## config.mk

```make
export PLATFORM = sky130hd
export DESIGN_NAME = orb_frame_packer
export DESIGN_NICKNAME = d
export VERILOG_FILES = /design/src/rtl/orb_frame_packer.sv
export SDC_FILE = /design/constraint.sdc
export NUM_CORES = 1
export LEC_CHECK = 0
export ABC_CLOCK_PERIOD_IN_PS = 2960
export BUFFER_PORTS_ARGS = -buffer_cell sky130_fd_sc_hd__buf_2
export CAP_MARGIN = 5
export CORE_ASPECT_RATIO = 1.25
export CORE_UTILIZATION = 35
export CTS_CLUSTER_DIAMETER = 150
export DETAILED_ROUTE_END_ITERATION = 7
export MAX_ROUTING_LAYER = met4
export PLACE_DENSITY = 0.67
export SYNTH_ARGS = -nofsm -noshare
export SYNTH_HDL_FRONTEND = slang
export SYNTH_SLANG_ARGS = --single-unit
```

## constraint.sdc

```tcl
create_clock -name clk80MHz -period 2.96 [get_ports clk80MHz]
set_input_delay 0.296 -clock clk80MHz [delete_from_list [all_inputs] [get_ports clk80MHz]]
set_output_delay 0.296 -clock clk80MHz [all_outputs]
set_load 0.1 [all_outputs]
```

## src/rtl/orb_frame_packer.sv

```systemverilog
// orb_frame_packer: gathers WPC words per LCB channel from per-channel FIFOs
// on every orbit slot request and writes them into a ping-pong frame RAM.
// A channel that is short of data in a slot is written entirely with FILL.
module orb_frame_packer #(
    parameter int              CH     = 5,
    parameter int              DW     = 12,
    parameter int              AW     = 11,
    parameter int              UW     = 5,
    parameter int              WPC    = 4,
    parameter int              CYCLES = 32,
    parameter logic [DW-1:0]   FILL   = 12'hFFF
) (
    input  logic               clk80MHz,
    input  logic               rst,
    input  logic               rq,
    input  logic [CH*UW-1:0]   usedw,
    input  logic [CH*DW-1:0]   fData,
    output logic [CH-1:0]      rAck,
    output logic [AW-1:0]      wAddr,
    output logic [DW-1:0]      wData,
    output logic               WE,
    output logic               SW,
    output logic               busy,
    output logic [CH-1:0]      miss,
    output logic               ovr
);

    localparam int CHW = (CH > 1) ? $clog2(CH) : 1;
    localparam int IW  = (WPC > 1) ? $clog2(WPC) : 1;
    localparam int SLW = (CYCLES > 1) ? $clog2(CYCLES) : 1;

    localparam logic [CHW-1:0] CH_LAST     = CHW'(CH - 1);
    localparam logic [IW-1:0]  IDX_LAST    = IW'(WPC - 1);
    localparam logic [SLW-1:0] SLOT_LAST   = SLW'(CYCLES - 1);
    localparam logic [UW-1:0]  WPC_LEVEL   = UW'(WPC);
    localparam logic [AW-1:0]  SLOT_STRIDE = AW'(CH * WPC);
    localparam logic [AW-1:0]  CH_STRIDE   = AW'(WPC);

    typedef enum logic [2:0] {
        IDLE = 3'd0,
        CHK  = 3'd1,
        RD   = 3'd2,
        LAT  = 3'd3,
        WR   = 3'd4,
        NEXT = 3'd5
    } stateT;

    stateT            state, stateNext;
    logic [CHW-1:0]   ch, chNext;
    logic [IW-1:0]    idx, idxNext;
    logic [SLW-1:0]   slot, slotNext;
    logic             avail, availNext;
    logic [CH-1:0]    missNext;
    logic             swNext;
    logic             ovrNext;
    logic [CH-1:0]    rAckNext;
    logic             weNext;
    logic [AW-1:0]    wAddrNext;
    logic [DW-1:0]    wDataNext;

    logic [1:0]       rqSync;
    logic             rqPrev;
    logic             rqEdge;
    logic             availNow;
    logic [AW-1:0]    addrNow;

    logic [UW-1:0]    usedwArr [CH];
    logic [DW-1:0]    fDataArr [CH];

    // Unpack the flat per-channel buses into arrays indexed by channel.
    for (genvar k = 0; k < CH; k++) begin : gUnpack
        assign usedwArr[k] = usedw[k*UW +: UW];
        assign fDataArr[k] = fData[k*DW +: DW];
    end

    // Two-flop synchroniser for rq plus one delay flop for edge detection.
    always_ff @(posedge clk80MHz or negedge rst) begin
        if (!rst) begin
            rqSync <= '0;
            rqPrev <= 1'b0;
        end else begin
            // NOTE: non-blocking so every flop samples the pre-edge value; a
            // blocking chain here would collapse the synchroniser to one stage.
            rqSync <= {rqSync[0], rq};
            rqPrev <= rqSync[1];
        end
    end

    assign rqEdge   = rqSync[1] & ~rqPrev;
    assign availNow = usedwArr[ch] >= WPC_LEVEL;
    assign addrNow  = AW'(slot) * SLOT_STRIDE + AW'(ch) * CH_STRIDE + AW'(idx);

    // Busy covers the edge-detect cycle so the request-to-done window is
    // 3*WPC*CH + 2*CH + 1 clocks; it drops as the FSM returns to IDLE.
    assign busy = (state != IDLE) | rqEdge;

    // State, datapath and registered outputs.
    always_ff @(posedge clk80MHz or negedge rst) begin
        if (!rst) begin
            state <= IDLE;
            ch    <= '0;
            idx   <= '0;
            slot  <= '0;
            avail <= 1'b0;
            miss  <= '0;
            SW    <= 1'b0;
            ovr   <= 1'b0;
            rAck  <= '0;
            WE    <= 1'b0;
            wAddr <= '0;
            wData <= '0;
        end else begin
            state <= stateNext;
            ch    <= chNext;
            idx   <= idxNext;
            slot  <= slotNext;
            avail <= availNext;
            miss  <= missNext;
            SW    <= swNext;
            ovr   <= ovrNext;
            rAck  <= rAckNext;
            WE    <= weNext;
            wAddr <= wAddrNext;
            wData <= wDataNext;
        end
    end

    // Next-state and next-output decode; strobes are registered so rAck is
    // high during RD and WE/wAddr/wData during WR.
    always_comb begin
        // NOTE: every variable gets a default before the case so no path
        // leaves one unassigned, which would infer a latch.
        stateNext = state;
        chNext    = ch;
        idxNext   = idx;
        slotNext  = slot;
        availNext = avail;
        missNext  = miss;
        swNext    = SW;
        ovrNext   = ovr | (rqEdge & (state != IDLE));
        rAckNext  = '0;
        weNext    = 1'b0;
        wAddrNext = wAddr;
        wDataNext = wData;

        case (state)
            IDLE: begin
                if (rqEdge) begin
                    stateNext = CHK;
                    chNext    = '0;
                    idxNext   = '0;
                end
            end
            CHK: begin
                // Decide once per channel so a slot never mixes FIFO and FILL.
                availNext      = availNow;
                if (!availNow) begin
                    missNext[ch] = 1'b1;
                end
                rAckNext[ch]   = availNow;
                stateNext      = RD;
            end
            RD: begin
                stateNext = LAT;
            end
            LAT: begin
                // FIFO output is valid now, one clock after the read strobe.
                weNext    = 1'b1;
                wAddrNext = addrNow;
                wDataNext = avail ? fDataArr[ch] : FILL;
                stateNext = WR;
            end
            WR: begin
                if (idx == IDX_LAST) begin
                    stateNext = NEXT;
                end else begin
                    idxNext      = idx + IW'(1);
                    rAckNext[ch] = avail;
                    stateNext    = RD;
                end
            end
            NEXT: begin
                if (ch == CH_LAST) begin
                    stateNext = IDLE;
                    if (slot == SLOT_LAST) begin
                        // Frame complete: hand the bank to the reader.
                        slotNext = '0;
                        swNext   = ~SW;
                        missNext = '0;
                    end else begin
                        slotNext = slot + SLW'(1);
                    end
                end else begin
                    chNext    = ch + CHW'(1);
                    idxNext   = '0;
                    stateNext = CHK;
                end
            end
            default: begin
                stateNext = IDLE;
            end
        endcase
    end

endmodule

```

======== Word level (Yosys, flattened, before mapping) ========
Index checks and enable logic that the tools add are counted.
word-level totals
  register bits ........................... 53
  bits in latches ......................... 0
  memory bits (writable) .................. 0
  bits in read-only memories .............. 0
  input bits .............................. 88
  output and inout port bits .............. 37
  word-level logic and storage cells ...... 87
  memories kept ........................... 0
operators by class
  $add $sub $neg .......................... 5
  multiply operators ...................... 1
  div/mod/pow operators ................... 0
  order comparisons ....................... 4
  equal/unequal tests ..................... 14
  shift operators ......................... 0
  mux-type cells .......................... 28
  bitwise gates (word level) .............. 10
  reductions and logical operators ........ 11
operator list
  cell                                                                                  count
  12-bit binary-select mux with 3-bit select                                            1
  12-bit two-way mux                                                                    3
  5-bit two-way mux                                                                     7
  5-bit case mux with 2 select lines                                                    2
  3-bit case mux with 6 select lines                                                    1
  5-bit binary-select mux with 3-bit select                                             1
  3-bit two-way mux                                                                     4
  2-bit != test (second input constant)                                                 6
  10-bit by 5-bit adder with 11-bit output                                              1
  11-bit by 2-bit adder with 11-bit output                                              1
  5-bit AND                                                                             2
  3-bit equality test (second input constant)                                           3
  5-bit by 3-bit multiplier with 8-bit output (second input constant)                   1
  4-bit AND reduction                                                                   2
  3-bit by 2-bit equality test with 1-bit output (second input constant)                2
  2-bit two-way mux                                                                     3
  2-bit case mux with 3 select lines                                                    1
  3-bit case mux with 2 select lines                                                    1
  3-bit AND reduction                                                                   2
  3-bit nonzero test                                                                    2
  5-bit by 1-bit adder with 5-bit output (second input constant)                        1
  5-bit equality test (second input constant)                                           1
  5-bit by 3-bit greater-or-equal comparator with 1-bit output (second input constant)  1
  5-bit OR                                                                              1
  17 further kinds                                                                      23

======== Depth between registers and ports, before layout ========
Gate-level depths: netlist (run 1).
  word-level depth ........................ 7
  depth in mapped cells ................... 9

======== Worst setup path before layout (run 1) ========
Ideal clock, no wire load.
  kind .................................... register -> register
  from .................................... reg ch[1]
  to ...................................... reg wAddr[8]
  setup time .............................. 125 ps
  data arrival time ....................... 2394 ps
  slack ................................... 440 ps
  stages on the path, launching flop included .. 9
  buffers on the path ..................... 2
  path through ............................ dfrtp_1 > buf_2 > buf_2 > inv_1 > fa_1 > nand2b_1 > a2111oi_0 > xnor3_1 > mux2_2
between the ends
  word-level cells in the longest chain between the ends .. 2
ends and longest elaborated chain
  what                                      RTL line  RTL
  start, declared                           49        logic [CHW-1:0] ch, chNext;
  start signal, assigned                    114       ch <= chNext;
  10-bit by 5-bit adder with 11-bit output  91        assign addrNow = AW'(slot) * SLOT_STRIDE + AW'(ch) * CH_STRIDE + AW'(idx);
  11-bit by 2-bit adder with 11-bit output  91
  end signal, assigned                      123       wAddr <= wAddrNext;
  end, declared                             19        output logic [AW-1:0] wAddr,
Every way passes these cells.
A chain may end at the register's enable or synchronous reset.

======== Worst setup path in the final report (run 1) ========
  from .................................... reg slot[3]
  to ...................................... reg wAddr[8]
between the ends
  word-level cells in the longest chain between the ends .. 3
ends and longest elaborated chain
  what                                         RTL line  RTL
  start, declared                              51        logic [SLW-1:0] slot, slotNext;
  start signal, assigned                       116       slot <= slotNext;
  5-bit by 3-bit multiplier with 8-bit output  91
  10-bit by 5-bit adder with 11-bit output     91
  11-bit by 2-bit adder with 11-bit output     91
Every way passes these cells.

==> flow_summary.json, run 1 <==
{
  "outcome": "finished, final reports clean",
  "die_h_um": 106,
  "grt_usage": 0.179,
  "finClkSkew_ns": 0.00829,
  "wl_um": 7550,
  "worst_pin_slew_ns": 0.780,
  "postSynthAreaPerCell_um2": 9.96,
  "route.detailed.drc": 0,
  "synth_top_cell_by_area": "dfrtp_1",
  "whs_ns": 0.0256,
  "routedWlPerCell_um": 14.7,
  "yosys.area_share.simple": 0.159,
  "ys_ff_latch": 53,
  "synth.net_count": 410,
  "core_area_um2": 8330,
  "cts_tree": "done",
  "met2_length_um": 3780,
  "r2r_start": "slot[3]",
  "synth_compound_area_frac": 0.223,
  "finalHoldViolCount": 0,
  "met3_wirelength_um": 303,
  "cts_sinks": 53,
  "grt_pass1_wl_um": 12800,
  "numPortBuffers": 114,
  "synth-edff-count": 0,
  "htreeDepth": 2,
  "p_per_area_nw_per_um2": 981,
  "cp_cell_sequence": "ha_1 -> ha_1 -> inv_1 -> fa_1 -> xor2_1 -> a2111oi_0 -> xnor3_1 -> mux2_2",
  "max_slew_margin": 0.479,
  "synth.area.mux_share": 0.0439,
  "start_util": 0.366,
  "rr_worst_depth": 8,
  "timing.fmax_mhz": 364,
  "synthesis.area_um2": 3050,
  "grt_max_degree": 32,
  "grt_overflow_total": 0,
  "cts_buffers": 5,
  "yosysSeqAreaShare": 0.435,
  "num_vias": 2765,
  "slowest_delay_ns": 0.51,
  "worstSetupPathType": "flip-flop to flip-flop",
  "setup_tns_ns": 0,
  "cts_root_buf": "clkbuf_8",
  "yosysWarnings": 0,
  "cts_buffer_depth": 2,
  "cp_slowest_cell": "a2111oi_0",
  "rsz0062_at_grt": "false",
  "r2r-end": "wAddr[8]",
  "io_pins": 125,
  "min_period_ns": 2.75,
  "die_width_um": 85.5,
  "cts_resized": 0,
  "synth_fa_ha_area_frac": 0.0706,
  "regArea_um2": 1330,
  "cap_violations": 0,
  "hp-class": "primary input to async pin",
  "met1_length_um": 3300,
  "synthDistinctLibCells": 53,
  "nNetsFinal": 519,
  "synth_top_family_by_area": "compound AO/OA/AOI/OAI gates",
  "synthTopCellsByArea": "dfrtp_1 (43%), ha_1 (5.7%), a22oi_1 (5.4%)",
  "yosysMostFrequentCell": "dfrtp_1",
  "cp_max_fo": 6,
  "clkTransAtPathRegs_ns": 0.10,
  "leakage_nw": 1.90,
  "irDropWorstVdd_v": 0.000549,
  "first_pass_iters": 6,
  "drt-initial-drc-count": 156,
  "ys.flop_type": "dfrtp_1",
  "async_flop_share": 1.00,
  "clkLatencyLatePin_ns": 0.31,
  "diodes": 0,
  "ant_nets": 0,
  "antenna_found_initial": 0,
  "cts_hold_buf": 0,
  "cp_common_cell": "ha_1",
  "dieArea_um2": 9090,
  "globalplace.congestion": 0.847,
  "drv_slew": 0,
  "hpwl_um": 5800,
  "period_share": 0.928,
  "postCtsSetupBuffers": 0,
  "layout-drive-gt1-share": 0.358,
  "setup.worst_path.end_class": "flip-flop",
  "via_per_inst": 5.39,
  "cp.required_ns": 3.16,
  "cp-start-kind": "flip-flop",
  "grt_pass1_vias": 2771,
  "synthCells": 306,
  "r2r_setup_slack_ns": 0.21,
  "crit_arrival_ns": 2.95,
  "synth_xor_xnor_area_share": 0.0275,
  "synth_commonest_cells": "dfrtp_1 (53), nand2_1 (29), a22oi_1 (22)",
  "rows": 37,
  "top_layer_used": "met4",
  "yosysTopAreaCellShare": 0.435,
  "area_delta_synth_final_pct": 25.1,
  "multi_input_area_um2": 1600,
  "finalSetupViolCount": 0,
  "fill_cells": 848
}
kinds of logic (layout without fill, tap and decap cells):
kind of cell	after synthesis	in the layout
mux	11	11
simple gates	92	92
xor+xnor	8	8
buf+inv	30	140
fa+ha+maj	16	16
compound gates	96	96
flops	53	53
worst max-delay path by stage:
stage                 start       end  slack, ns
floorplan             ch[1]  wAddr[8]       0.44
global placement    slot[3]  wAddr[8]       0.39
detailed placement  slot[3]  wAddr[8]       0.23
CTS                 slot[3]  wAddr[8]       0.20
global route        slot[3]  wAddr[8]       0.15
finish              slot[3]  wAddr[8]       0.21
cell type report:
type / instances / area share
clock buffer: 7 / 0.0253
multi-input combinational: 223 / 0.419
timing repair buffer: 121 / 0.163
clock inverter: 1 / 0.00230
sequential: 53 / 0.348
inverter: 11 / 0.0108
tap: 97 / 0.0318
sequential cells by signal, indices dropped and copies added (netlist names), 3 cells and up:
signal	cells
wAddr	11
state	3
rAck	5
ch	3
wData	12
miss	5
slot	5
placed cells by master, fill, tap and decap left out, drive strengths merged, types with 3 or more instances in the layout:
| master | instances |
|---|---|
| nand3 | 8 |
| nand2 | 29 |
| a21o | 5 |
| xnor2 | 3 |
| nor2 | 19 |
| clkbuf | 7 |
| nor2b | 6 |
| a21oi | 8 |
| o21ai | 15 |
| a21boi | 10 |
| nand2b | 4 |
| ha | 14 |
| buf | 121 |
| o221a | 3 |
| mux2 | 9 |
| and2 | 3 |
| o22a | 8 |
| a31oi | 11 |
| a22oi | 22 |
| dfrtp | 53 |
| inv | 12 |
| nand3b | 4 |
| nor3 | 5 |
| xor2 | 4 |
| or3 | 3 |
per-layer routing:
| metal | vias to the layer above | global-route usage |
|---|---|---|
| met4 | 0 | 0.0643 |
| met1 | 1328 | 0.222 |
| met5 | - | - |
| met3 | 15 | 0.0272 |
| li1 | 1334 | - |
| met2 | 88 | 0.297 |
report_power, final:
group / total (mW) / switching, mW / internal [mW]
combinational: 2.20 / 1.65 / 0.552
sequential: 1.08 / 0.168 / 0.912
clock: 0.460 / 0.244 / 0.217
total: 3.74 / 2.06 / 1.68
metrics by stage:
stage | power (mW) | instance area [um2] | instances | setup WS, ns | util
after floorplan | 2.87 | 3050 | 306 | 0.440 | -
after global placement | 3.27 | 3710 | 505 | 0.388 | 0.445
after detailed placement | 3.30 | 3710 | 505 | 0.233 | 0.445
after CTS | 3.76 | 3810 | 513 | 0.204 | 0.458
after global routing | 3.96 | 3810 | 513 | 0.149 | 0.458
final | 3.74 | 3810 | 513 | 0.213 | 0.458
critical path: cells and delay by family (launching register included):
kind | cells | cell delay [ns]
compound gates | 1 | 0.51
xor+xnor | 2 | 0.48
fa+ha+maj | 3 | 0.87
buf+inv | 1 | 0.05
flops | 1 | 0.46
mux | 1 | 0.26
Power figures use the tool's default switching activity.
==> run 2: changes to the inputs <==
==> constraint.sdc (replaced) <==
create_clock -name clk80MHz -period 2.96 [get_ports clk80MHz]
set_input_delay 0.148 -clock clk80MHz [delete_from_list [all_inputs] [get_ports clk80MHz]]
set_output_delay 0.148 -clock clk80MHz [all_outputs]
set_load 0.1 [all_outputs]
==> flow_summary.json, run 2 (same netlist as run 1, synthesis figures left out) <==
{
  "grt_pass1_vias": 2675,
  "max_slew_margin": 0.408,
  "slowest_delay_ns": 0.47,
  "clkTransAtPathRegs_ns": 0.09,
  "setup.worst_path.end_class": "flip-flop",
  "cp_slowest_cell": "a2111oi_0",
  "setup_tns_ns": 0,
  "final_util": 0.462,
  "wl_um": 7580,
  "rsz0062_at_grt": "false",
  "drv_slew": 0,
  "power.total_mw": 3.79,
  "via_per_inst": 5.30,
  "finalSetupViolCount": 0,
  "globalplace.congestion": 0.790,
  "layout-drive-gt1-share": 0.354,
  "largest_reg_flops": 12,
  "mostFrequentLayoutCells": "buf_2 (114), dfrtp_1 (53), nand2_1 (29), a22oi_1 (22), nor2_1 (18)",
  "hpwl_um": 5830,
  "cp_top_family": "adder cells",
  "grt_overflow_total": 0,
  "ant_nets": 0,
  "start_util": 0.366,
  "cp_max_fo": 5,
  "dp_cells": 505,
  "finalHoldViolCount": 0,
  "irDropWorstVdd_v": 0.000712,
  "die_width_um": 85.5,
  "cts_tree": "done",
  "outcome": "finished, final reports clean",
  "dieArea_um2": 9090,
  "cts_buffer_depth": 2,
  "cp_cell_sequence": "ha_1 -> ha_1 -> inv_1 -> fa_1 -> xor2_1 -> a2111oi_0 -> xnor3_1 -> mux2_2",
  "reg_top3": "wData (12), wAddr (11)",
  "cts_resized": 0,
  "cap_violations": 0,
  "route.detailed.drc": 0,
  "die_h_um": 106,
  "cp-start-kind": "flip-flop",
  "fill_cells": 837,
  "timing.fmax_mhz": 373,
  "dpl_worst_slack_ns": 0.303,
  "stdcell_count": 515,
  "cp_common_cell": "ha_1",
  "crit_arrival_ns": 2.87,
  "antenna_found_initial": 0,
  "hp-class": "primary input to flip-flop",
  "clkLatencyLatePin_ns": 0.30,
  "cts_root_buf": "clkbuf_8",
  "grt_usage": 0.175,
  "routedWlPerCell_um": 14.7,
  "regMostFlops": "wData",
  "min_period_ns": 2.68,
  "cts_sinks": 53,
  "num_vias": 2732,
  "htreeDepth": 2,
  "area_delta_synth_final_pct": 26.1,
  "finClkSkew_ns": 0.00490,
  "cts_buffers": 5,
  "drt-initial-drc-count": 171,
  "leakage_nw": 1.91,
  "core_area_um2": 8330,
  "setup_ws_ns": 0.281,
  "numPortBuffers": 114,
  "rows": 37,
  "diodes": 0,
  "worstSetupPathType": "flip-flop to flip-flop",
  "worst_pin_slew_ns": 0.887,
  "grt_pass1_wl_um": 12500,
  "grt_max_degree": 40,
  "period_share": 0.905,
  "first_pass_iters": 7,
  "nNetsFinal": 521,
  "cp_num_buf_inv": 1,
  "p_per_area_nw_per_um2": 986,
  "io_pins": 125,
  "cp.required_ns": 3.15,
  "final_common_cell": "buf_2"
}
==> run 2: changes by cell type in the layout (fill, tap and decap cells not counted), sizes merged <==
cell,change
dlygate4sd3,+2
inv,-1
bufinv,+1
==> run 2: final cells by class <==
| class | instances | area [um2] | share of cell area |
|---|---|---|---|
| well taps | 97 | 121 | 0.0316 |
| repair buffers | 123 | 643 | 0.167 |
| inverters | 11 | 41.3 | 0.0107 |
| clock inverters | 1 | 30.0 | 0.00781 |
| flip-flops and latches | 53 | 1330 | 0.345 |
| clock buffers | 7 | 86.3 | 0.0224 |
| multi-input cells | 223 | 1600 | 0.415 |
==> run 2: final timing paths <==
path / start / to / slack, ns / cells past startpoint
max: slot[1] / wAddr[8] / 0.28 / 8
min: usedw[22] / miss[4] / 0.14 / 4
max reg2reg: slot[1] / wAddr[8] / 0.28 / 8
min reg2reg: rqSync[0] / rqSync[1] / 0.37 / 0
max in group asynchronous: rst / wAddr[8] / 1.75 / 3
min in group asynchronous: rst / idx[0] / 0.49 / 2
==> run 2: per-layer routing <==
metal  wire length (um)  share of wire  GRT usage  vias up
met4                 64         0.0084     0.0405        0
li1                   -              -          -     1338
met1               3340           0.44      0.216     1301
met3                281          0.037     0.0256        9
met5                  0              0          -        -
met2               3890           0.51      0.303       84
==> run 2: repair_timing <==
item                                   CTS  global route
buffers inserted                         0             0
hold buffers                             2             0
endpoints found under the hold margin   23             0
==> run 2: per-stage QoR <==
step / cell area [um2] / hold WS (ns)
after floorplan: 3050 / -0.148
after global placement: 3710 / 0.265
after detailed placement: 3710 / 0.260
after CTS: 3850 / 0.140
after global routing: 3850 / 0.166
final: 3850 / 0.143
==> run 2: report_power, final <==
part	internal, mW	total (mW)	switching [mW]	leakage [nW]
sequential	0.911	1.08	0.167	0.668
clock	0.276	0.513	0.237	0.0585
combinational	0.554	2.20	1.65	1.19
total	1.74	3.79	2.05	1.91
==> run 2: worst register-to-register path: stages (launching register included) <==
cell and delay [ns]:
dfrtp_1 0.45, ha_1 0.31, ha_1 0.16, inv_1 0.05, fa_1 0.40, xor2_1 0.18, a2111oi_0 0.47, xnor3_1 0.29
mux2_2 0.27
